`config.mk`:
```
export PLATFORM = sky130hd
export DESIGN_NAME = imu_frame_unpacker_flat
export DESIGN_NICKNAME = d
export VERILOG_FILES = /design/src/rtl/imu_frame_unpacker_if.sv /design/src/rtl/imu_frame_unpacker.sv /design/src/flat_wrapper.sv
export SDC_FILE = /design/constraint.sdc
export NUM_CORES = 1
export LEC_CHECK = 0
export BUFFER_PORTS_ARGS = -buffer_cell sky130_fd_sc_hd__buf_2
export CAP_MARGIN = 20
export CORE_MARGIN = 2
export CORE_UTILIZATION = 42
export DETAILED_ROUTE_END_ITERATION = 10
export GPL_TIMING_DRIVEN = 0
export PLACE_DENSITY = 0.71
export REMOVE_ABC_BUFFERS = 1
export SYNTH_ARGS = -nofsm -noshare
export SYNTH_HDL_FRONTEND = slang
export SYNTH_SLANG_ARGS = --single-unit
```
`constraint.sdc`:
```
create_clock -name clk -period 3.75 [get_ports clk]
set_input_delay 0 -clock clk [delete_from_list [all_inputs] [get_ports clk]]
set_output_delay 0 -clock clk [all_outputs]
set_load 0.005 [all_outputs]
```
`src/rtl/imu_frame_unpacker_if.sv`:
```
// Byte-stream and result bundle between the I2C burst reader, the
// frame unpacker and the complementary-filter consumer.
interface imu_frame_unpacker_if;
    logic        frame_start;
    logic        byte_valid;
    logic [7:0]  byte_data;
    logic        byte_ready;
    logic        gyro_zero;
    logic [23:0] cur_pitch_gyro;
    logic [23:0] cur_roll_gyro;
    logic [23:0] cur_yaw_gyro;
    logic [23:0] cur_pitch_acc;
    logic [23:0] cur_roll_acc;
    logic        cmp_filter_en;
    logic        frame_err;

    // Byte source / consumer side
    modport master (
        output frame_start, byte_valid, byte_data, gyro_zero,
        input  byte_ready, cur_pitch_gyro, cur_roll_gyro, cur_yaw_gyro,
               cur_pitch_acc, cur_roll_acc, cmp_filter_en, frame_err
    );

    // Unpacker side
    modport slave (
        input  frame_start, byte_valid, byte_data, gyro_zero,
        output byte_ready, cur_pitch_gyro, cur_roll_gyro, cur_yaw_gyro,
               cur_pitch_acc, cur_roll_acc, cmp_filter_en, frame_err
    );
endinterface

```
`src/rtl/imu_frame_unpacker.sv`:
```
// MPU6050 14-byte burst unpacker: captures AX/AY/GX/GY/GZ, integrates the
// gyro rates into 24-bit angles, scales the accel words into 24-bit
// small-angle estimates and strobes cmp_filter_en when all five update.
module imu_frame_unpacker #(
    parameter int GYRO_SHIFT = 7,
    parameter int ACC_SHIFT  = 4,
    parameter int TIMEOUT    = 50000
) (
    input logic             clk,
    input logic             rst,
    imu_frame_unpacker_if.slave bus
);
    localparam int             TW        = (TIMEOUT > 2) ? $clog2(TIMEOUT) : 1;
    localparam logic [TW-1:0]  TMO_LAST  = TW'(TIMEOUT - 1);
    localparam logic [3:0]     LAST_BYTE = 4'd13;

    typedef enum logic [1:0] {
        IDLE,
        COLLECT,
        UPDATE
    } state_t;

    state_t          state_reg, state_next;
    logic [3:0]      byte_cnt_reg, byte_cnt_next;
    logic [TW-1:0]   tmo_cnt_reg, tmo_cnt_next;
    logic            frame_err_reg, frame_err_next;
    logic            cmp_reg;

    logic            ready;
    logic            accept;
    logic            capture;
    logic            do_update;

    logic [15:0]     word [5];
    logic [23:0]     angle [3];
    logic [23:0]     acc [2];

    genvar gi;

    assign ready     = (state_reg == COLLECT);
    assign accept    = bus.byte_valid && ready;
    // A byte arriving together with a restart belongs to the dead frame.
    assign capture   = accept && !bus.frame_start;
    assign do_update = (state_reg == UPDATE);

    // Frame sequencing state, byte index, inter-byte timeout and error pulse
    always_ff @(posedge clk) begin
        if (rst) begin
            state_reg     <= IDLE;
            byte_cnt_reg  <= '0;
            tmo_cnt_reg   <= '0;
            frame_err_reg <= 1'b0;
        end else begin
            state_reg     <= state_next;
            byte_cnt_reg  <= byte_cnt_next;
            tmo_cnt_reg   <= tmo_cnt_next;
            frame_err_reg <= frame_err_next;
        end
    end

    // Next-state logic; UPDATE lasts exactly one cycle, so a frame_start
    // seen there is honoured directly by going to COLLECT next.
    always_comb begin
        state_next     = state_reg;
        byte_cnt_next  = byte_cnt_reg;
        tmo_cnt_next   = tmo_cnt_reg;
        frame_err_next = 1'b0;
        case (state_reg)
            IDLE: begin
                if (bus.frame_start) begin
                    state_next    = COLLECT;
                    byte_cnt_next = '0;
                    tmo_cnt_next  = '0;
                end
            end
            COLLECT: begin
                if (bus.frame_start) begin
                    frame_err_next = 1'b1;
                    byte_cnt_next  = '0;
                    tmo_cnt_next   = '0;
                end else if (accept) begin
                    tmo_cnt_next = '0;
                    if (byte_cnt_reg == LAST_BYTE) begin
                        state_next    = UPDATE;
                        byte_cnt_next = '0;
                    end else begin
                        byte_cnt_next = byte_cnt_reg + 4'd1;
                    end
                end else if (tmo_cnt_reg == TMO_LAST) begin
                    frame_err_next = 1'b1;
                    state_next     = IDLE;
                    byte_cnt_next  = '0;
                    tmo_cnt_next   = '0;
                end else begin
                    tmo_cnt_next = tmo_cnt_reg + TW'(1);
                end
            end
            UPDATE: begin
                if (bus.frame_start) begin
                    state_next    = COLLECT;
                    byte_cnt_next = '0;
                    tmo_cnt_next  = '0;
                end else begin
                    state_next = IDLE;
                end
            end
            default: begin
                state_next = IDLE;
            end
        endcase
    end

    // Word capture: index 0 AX, 1 AY, 2 GX, 3 GY, 4 GZ. AZ and temperature
    // (bytes 4..7) have no slot and fall through.
    generate
        for (gi = 0; gi < 5; gi++) begin : g_word
            localparam logic [3:0] HI_IDX = 4'((gi < 2) ? 2 * gi : 2 * gi + 4);
            logic [15:0] word_reg;

            // Big-endian assembly of one sensor word from the byte stream
            always_ff @(posedge clk) begin
                if (rst) begin
                    word_reg <= '0;
                end else if (capture && byte_cnt_reg == HI_IDX) begin
                    word_reg[15:8] <= bus.byte_data;
                end else if (capture && byte_cnt_reg == HI_IDX + 4'd1) begin
                    word_reg[7:0] <= bus.byte_data;
                end
            end

            assign word[gi] = word_reg;
        end
    endgenerate

    // Gyro integrators: floor-shifted rate added mod 2^24, zero has priority
    generate
        for (gi = 0; gi < 3; gi++) begin : g_gyro
            logic signed [23:0] rate;
            logic [23:0]        angle_reg;

            assign rate = $signed({{8{word[gi+2][15]}}, word[gi+2]}) >>> GYRO_SHIFT;

            // Integrate on UPDATE; gyro_zero wins over a coincident update
            always_ff @(posedge clk) begin
                if (rst || bus.gyro_zero) begin
                    angle_reg <= '0;
                end else if (do_update) begin
                    angle_reg <= angle_reg + rate;
                end
            end

            assign angle[gi] = angle_reg;
        end
    endgenerate

    // Accelerometer small-angle estimates: sign-extend then scale up
    generate
        for (gi = 0; gi < 2; gi++) begin : g_acc
            logic [23:0] acc_reg;

            // Load the scaled accel word on UPDATE, hold otherwise
            always_ff @(posedge clk) begin
                if (rst) begin
                    acc_reg <= '0;
                end else if (do_update) begin
                    acc_reg <= 24'($signed({{8{word[gi][15]}}, word[gi]}) <<< ACC_SHIFT);
                end
            end

            assign acc[gi] = acc_reg;
        end
    endgenerate

    // New-data strobe, high for the cycle after UPDATE
    always_ff @(posedge clk) begin
        if (rst) begin
            cmp_reg <= 1'b0;
        end else begin
            cmp_reg <= do_update;
        end
    end

    assign bus.byte_ready     = ready;
    assign bus.cur_pitch_gyro = angle[0];
    assign bus.cur_roll_gyro  = angle[1];
    assign bus.cur_yaw_gyro   = angle[2];
    assign bus.cur_pitch_acc  = acc[0];
    assign bus.cur_roll_acc   = acc[1];
    assign bus.cmp_filter_en  = cmp_reg;
    assign bus.frame_err      = frame_err_reg;
endmodule

```
`src/flat_wrapper.sv`:
```
// flat-port wrapper written by rule: the top's interface ports become plain ports
module imu_frame_unpacker_flat 
#(
    parameter int GYRO_SHIFT = 7,
    parameter int ACC_SHIFT  = 4,
    parameter int TIMEOUT    = 50000
)
  (clk, rst, bus_frame_start, bus_byte_valid, bus_byte_data, bus_gyro_zero, bus_byte_ready, bus_cur_pitch_gyro, bus_cur_roll_gyro, bus_cur_yaw_gyro, bus_cur_pitch_acc, bus_cur_roll_acc, bus_cmp_filter_en, bus_frame_err);
  imu_frame_unpacker_if bus_i ();
  input logic clk;
  input logic rst;
  input wire logic [$bits(bus_i.frame_start)-1:0] bus_frame_start;
  input wire logic [$bits(bus_i.byte_valid)-1:0] bus_byte_valid;
  input wire logic [$bits(bus_i.byte_data)-1:0] bus_byte_data;
  input wire logic [$bits(bus_i.gyro_zero)-1:0] bus_gyro_zero;
  output wire logic [$bits(bus_i.byte_ready)-1:0] bus_byte_ready;
  output wire logic [$bits(bus_i.cur_pitch_gyro)-1:0] bus_cur_pitch_gyro;
  output wire logic [$bits(bus_i.cur_roll_gyro)-1:0] bus_cur_roll_gyro;
  output wire logic [$bits(bus_i.cur_yaw_gyro)-1:0] bus_cur_yaw_gyro;
  output wire logic [$bits(bus_i.cur_pitch_acc)-1:0] bus_cur_pitch_acc;
  output wire logic [$bits(bus_i.cur_roll_acc)-1:0] bus_cur_roll_acc;
  output wire logic [$bits(bus_i.cmp_filter_en)-1:0] bus_cmp_filter_en;
  output wire logic [$bits(bus_i.frame_err)-1:0] bus_frame_err;
  assign bus_i.frame_start = bus_frame_start;
  assign bus_i.byte_valid = bus_byte_valid;
  assign bus_i.byte_data = bus_byte_data;
  assign bus_i.gyro_zero = bus_gyro_zero;
  assign bus_byte_ready = bus_i.byte_ready;
  assign bus_cur_pitch_gyro = bus_i.cur_pitch_gyro;
  assign bus_cur_roll_gyro = bus_i.cur_roll_gyro;
  assign bus_cur_yaw_gyro = bus_i.cur_yaw_gyro;
  assign bus_cur_pitch_acc = bus_i.cur_pitch_acc;
  assign bus_cur_roll_acc = bus_i.cur_roll_acc;
  assign bus_cmp_filter_en = bus_i.cmp_filter_en;
  assign bus_frame_err = bus_i.frame_err;
  imu_frame_unpacker #(.GYRO_SHIFT(GYRO_SHIFT), .ACC_SHIFT(ACC_SHIFT), .TIMEOUT(TIMEOUT)) u_core (.clk(clk), .rst(rst), .bus(bus_i));
endmodule
```
# Word level (Yosys, flattened, before mapping)
# Index checks and enable logic that the tools add are counted.
[word_totals] reg_bits=208 latch_bits=0 ramBits=0 romBits=0 in_bits=13 output_inout_bits=123 wordCells=97 memories=0
[classes] addsub=5 multipliers=0 n_div=0 n_lt_le_gt_ge=0 n_eq_ne=18 shifts=0 muxes=21 bitwise_logic=6 reduce_logical=27
[op_table] op="$add A24 B24 Y24" count=3
[op_table] op="$mux W16" count=4
[op_table] op="$pmux W16 S2" count=1
[op_table] op="$eq A4 B4 Y1 const B" count=6
[op_table] op="$mux W4" count=5
[op_table] op="$add A16 B1 Y16 const B" count=1
[op_table] op="$eq A16 B16 Y1 const B" count=1
[op_table] op="$logic_and A1 B1 Y1" count=12
[op_table] op="$reduce_and A2 Y1" count=6
[op_table] op="$mux W2" count=5
[op_table] op="$eq A4 B2 Y1 const B" count=2
[op_table] op="$pmux W4 S2" count=1
[op_table] op="$ne A3 B3 Y1 const B" count=2
[op_table] op="$not A1 Y1" count=6
[op_table] op="$pmux W2 S3" count=1
[op_table] op="$add A4 B1 Y4 const B" count=1
[op_table] op="$eq A4 B1 Y1 const B" count=1
[op_table] op="$logic_not A4 Y1" count=1
[op_table] op="$mux W1" count=4
[op_table] op="$ne A2 B2 Y1 const B" count=2
[op_table] op="$ne A4 B4 Y1 const B" count=1
[op_table] op="$reduce_and A4 Y1" count=1
[op_table] op="$reduce_or A2 Y1" count=2
[op_table] op="$reduce_and A3 Y1" count=1
[op_table] op="7 further kinds" count=7

# Longest topological paths before layout
[logic_depth] ltp_word=6 depth_mapped=10 ltp_nobuf=10

# Worst setup path after synthesis
# Ideal clock, no wire load.
[synth_timing] path_type="register to register" from="register u_core.g_word[2].word_reg[15]" to="register u_core.g_gyro[0].angle_reg[21] (netlist: u_core.bus.cur_pitch_gyro[21])" t_arrival_ns=2.665 required_ns=3.623 slack_ns=0.959 stages_incl_launch_ff=9 synth_period_minus_slack_ns=2.791 cell_sequence="dfxtp_1 ha_1 a211o_1 a211oi_2 nor2_1 or3_4 a211o_1 a2111oi_2 nor3_1"
[synth_via] elab_chain_cells=1
[synth_lines] element="start: declaration" line_no="imu_frame_unpacker.sv:118" rtl="logic [15:0] word_reg;"
[synth_lines] element="start signal: assignment" line_no="imu_frame_unpacker.sv:125" rtl="word_reg[15:8] <= bus.byte_data;"
[synth_lines] element="$add A24 B24 Y24" line_no="imu_frame_unpacker.sv:148" rtl="angle_reg <= angle_reg + rate;"
[synth_lines] element="end signal: assignment" line_no="imu_frame_unpacker.sv:148"
[synth_lines] element="end: declaration" line_no="imu_frame_unpacker.sv:139" rtl="logic [23:0] angle_reg;"
# No other way between the ends.
# A chain may end at the register's enable or synchronous reset.

# Final worst setup path
# Same ends and word-level chain as after synthesis.

==> flow_metrics.tcl <==
set metrics [dict create \
    routabilityCongestion 0.883 \
    timing.final.ws_setup_ps 540 \
    cp_max_fo 18 \
    fp-row-count 57 \
    nNetsFinal 1469 \
    rsz0062_at_grt "false" \
    vias 9408 \
    cp-start-kind "register" \
    drive_gt1_frac 0.138 \
    nFillCells 2385 \
    first_iter_violations 609 \
    hp-class "in -> reg" \
    ys_seq_area_frac 0.358 \
    post_cts_resized 0 \
    cts_setup_buffers 0 \
    finClkSkew_ps 14.7 \
    antenna_found_initial 0 \
    place_inst 1677 \
    fin_area_mm2 0.0121 \
    grt_pass1_vias 8474 \
    fin_crit_sh 0.856 \
    fmax_ghz 0.312 \
    irDropWorstVdd_mv 0.255 \
    max-clock-path-buffers 2 \
    grtUsageTotal 0.193 \
    slew_headroom 0.324 \
    cp-end-kind "register" \
    yosysTopAreaCell "dfxtp_1" \
    run_status "completed" \
    ctsHtreeMaxLevel 4 \
    die_w_um 162 \
    cp.required_ps 4060 \
    synthCells 1287 \
    grt_max_degree 78 \
    drv_cap 0 \
    post-dp-hpwl_mm 18.0 \
    syn-cell-area_mm2 0.0105 \
    cts-root-buf "clkbuf_16" \
    final_antenna_net_count 0 \
    synth.distinct_cells 72 \
    first_pass_iters 5 \
    cts_buffers 17 \
    avgSynthCellArea_um2 8.12 \
    dpl-instance-area_mm2 0.0113 \
    clk_latency_ps 440 \
    port_buffers 127 \
    die_height_um 162 \
    clkTransAtPathRegs_ps 80 \
    criticalPathCategory "reg -> reg" \
    synth_edf_count 0 \
    overflow 0 \
    dp_slack_ps 574 \
    yosys_most_used_dff "dfxtp_1" \
    hold_violations 0 \
    diodes 0 \
    cts_sinks 187 \
    wirelength_mm 26.0 \
    powerDensity_mw_per_mm2 331 \
    finalMaxSlewViolations 0 \
    setup_viol 0 \
    fin_crit_ps 3210 \
    ys_ff_latch 187 \
    cp.arrival_ps 3520 \
    async_flop_share 0 \
    worst_pin_slew_ps 1010 \
    synth_most_common_cell "nand2_1" \
    final_cells 1720 \
    drc 0 \
    ios 136 \
    netlist_top_cells_count "nand2_1 (196), dfxtp_1 (187), a21oi_1 (130)" \
    viasPerCell 5.47 \
    syn2layout_area_growth_pct 15.6 \
    cts_tree "done" \
    core-area_mm2 0.0244 \
    grt_pass1_wl_mm 41.8 \
    die_area_mm2 0.0262 \
    p_leak_nw 5.34 \
    wire_per_inst_um 15.1 \
    synthDominantCellAreaShare 0.358 \
    largest_register_ffs 59 \
    start_util 0.428 \
    synth_area_leaders "dfxtp_1 (36%), ha_1 (8.4%), nand2_1 (7.0%)" \
    yosys_warnings 0 \
]
==> cell type report <==
type | instances | area, µm² | area share
Clock buffer | 17 | 425 | 0.0352
Clock inverter | 15 | 209 | 0.0173
Inverter | 21 | 78.8 | 0.00652
Multi-Input combinational cell | 1011 | 6340 | 0.525
Sequential cell | 187 | 3740 | 0.310
Tap cell | 324 | 405 | 0.0335
Timing Repair Buffer | 145 | 883 | 0.0731
==> final timing paths <==
| kind | startpoint | cells past startpoint | end | slack (ps) |
|---|---|---|---|---|
| max | u_core.g_word[2].word_reg[15]$_SDFFE_PP0P_ | 8 | u_core.bus.cur_pitch_gyro[21]$_SDFFE_PP0P_ | 540 |
| min | bus_gyro_zero | 3 | u_core.bus.cur_yaw_gyro[23]$_SDFFE_PP0P_ | 20 |
| max reg2reg | u_core.g_word[2].word_reg[15]$_SDFFE_PP0P_ | 8 | u_core.bus.cur_pitch_gyro[21]$_SDFFE_PP0P_ | 540 |
| min reg2reg | u_core.g_word[0].word_reg[11]$_SDFFE_PP0P_ | 2 | u_core.bus.cur_pitch_acc[15]$_SDFFE_PP0P_ | 450 |
==> stage by stage <==
stage               TNS (ps)  total power [mW]   util  hold slack (ps)
floorplan             -25500              2.08      -             69.1
global placement     -255690              2.13  0.458              367
detailed placement         0              2.15  0.465              374
CTS                        0              4.05  0.495             13.5
global route               0              4.13  0.495             23.1
finish                     0              4.00  0.495             16.3
==> power by group <==
group          switching (mW)  internal (mW)  total, mW
registers             0.00431           1.99       1.99
logic                  0.0813         0.0332      0.114
clock network           0.969          0.929       1.90
==> timing repair <==
action,CTS,global route
hold endpoints to repair,60,0
setup endpoints to repair,0,0
hold buffers,11,0
==> cells in the final DEF, fill, tap and decap left out, drive strengths merged, types with 30 or more instances in the layout <==
master | netlist | layout
ha | 70 | 70
dfxtp | 187 | 187
a21oi | 131 | 131
buf | 24 | 134
a21o | 30 | 30
nor2 | 123 | 123
nand2 | 196 | 196
o21ai | 83 | 83
mux2i | 55 | 55
==> critical path, cell delays in order, from the launching register on <==
cell and delay (ps):
dfxtp_1 840, ha_1 430, a211o_1 320, a211oi_2 220
nor2_1 70, or3_4 370, a211o_1 360, a2111oi_2 370
nor3_1 90
==> kinds of logic after synthesis <==
group                      synth area share
and+or+nand+nor                       0.200
AOI/OAI and AO/OA                     0.222
DFF                                   0.358
buffers and inverters                0.0405
adders and majority gates            0.0895
muxes                                0.0527
xor gates and xnor gates             0.0369
other                              0.000359
==> routing by layer <==
metal	global-route usage	part of all wire	routed length, µm
met5	0	0	0
met4	0.0330	0.0062	161
met3	0.0452	0.052	1360
met2	0.331	0.47	12300
met1	0.252	0.47	12200
Note: power is estimated with default switching activity, not from simulation.
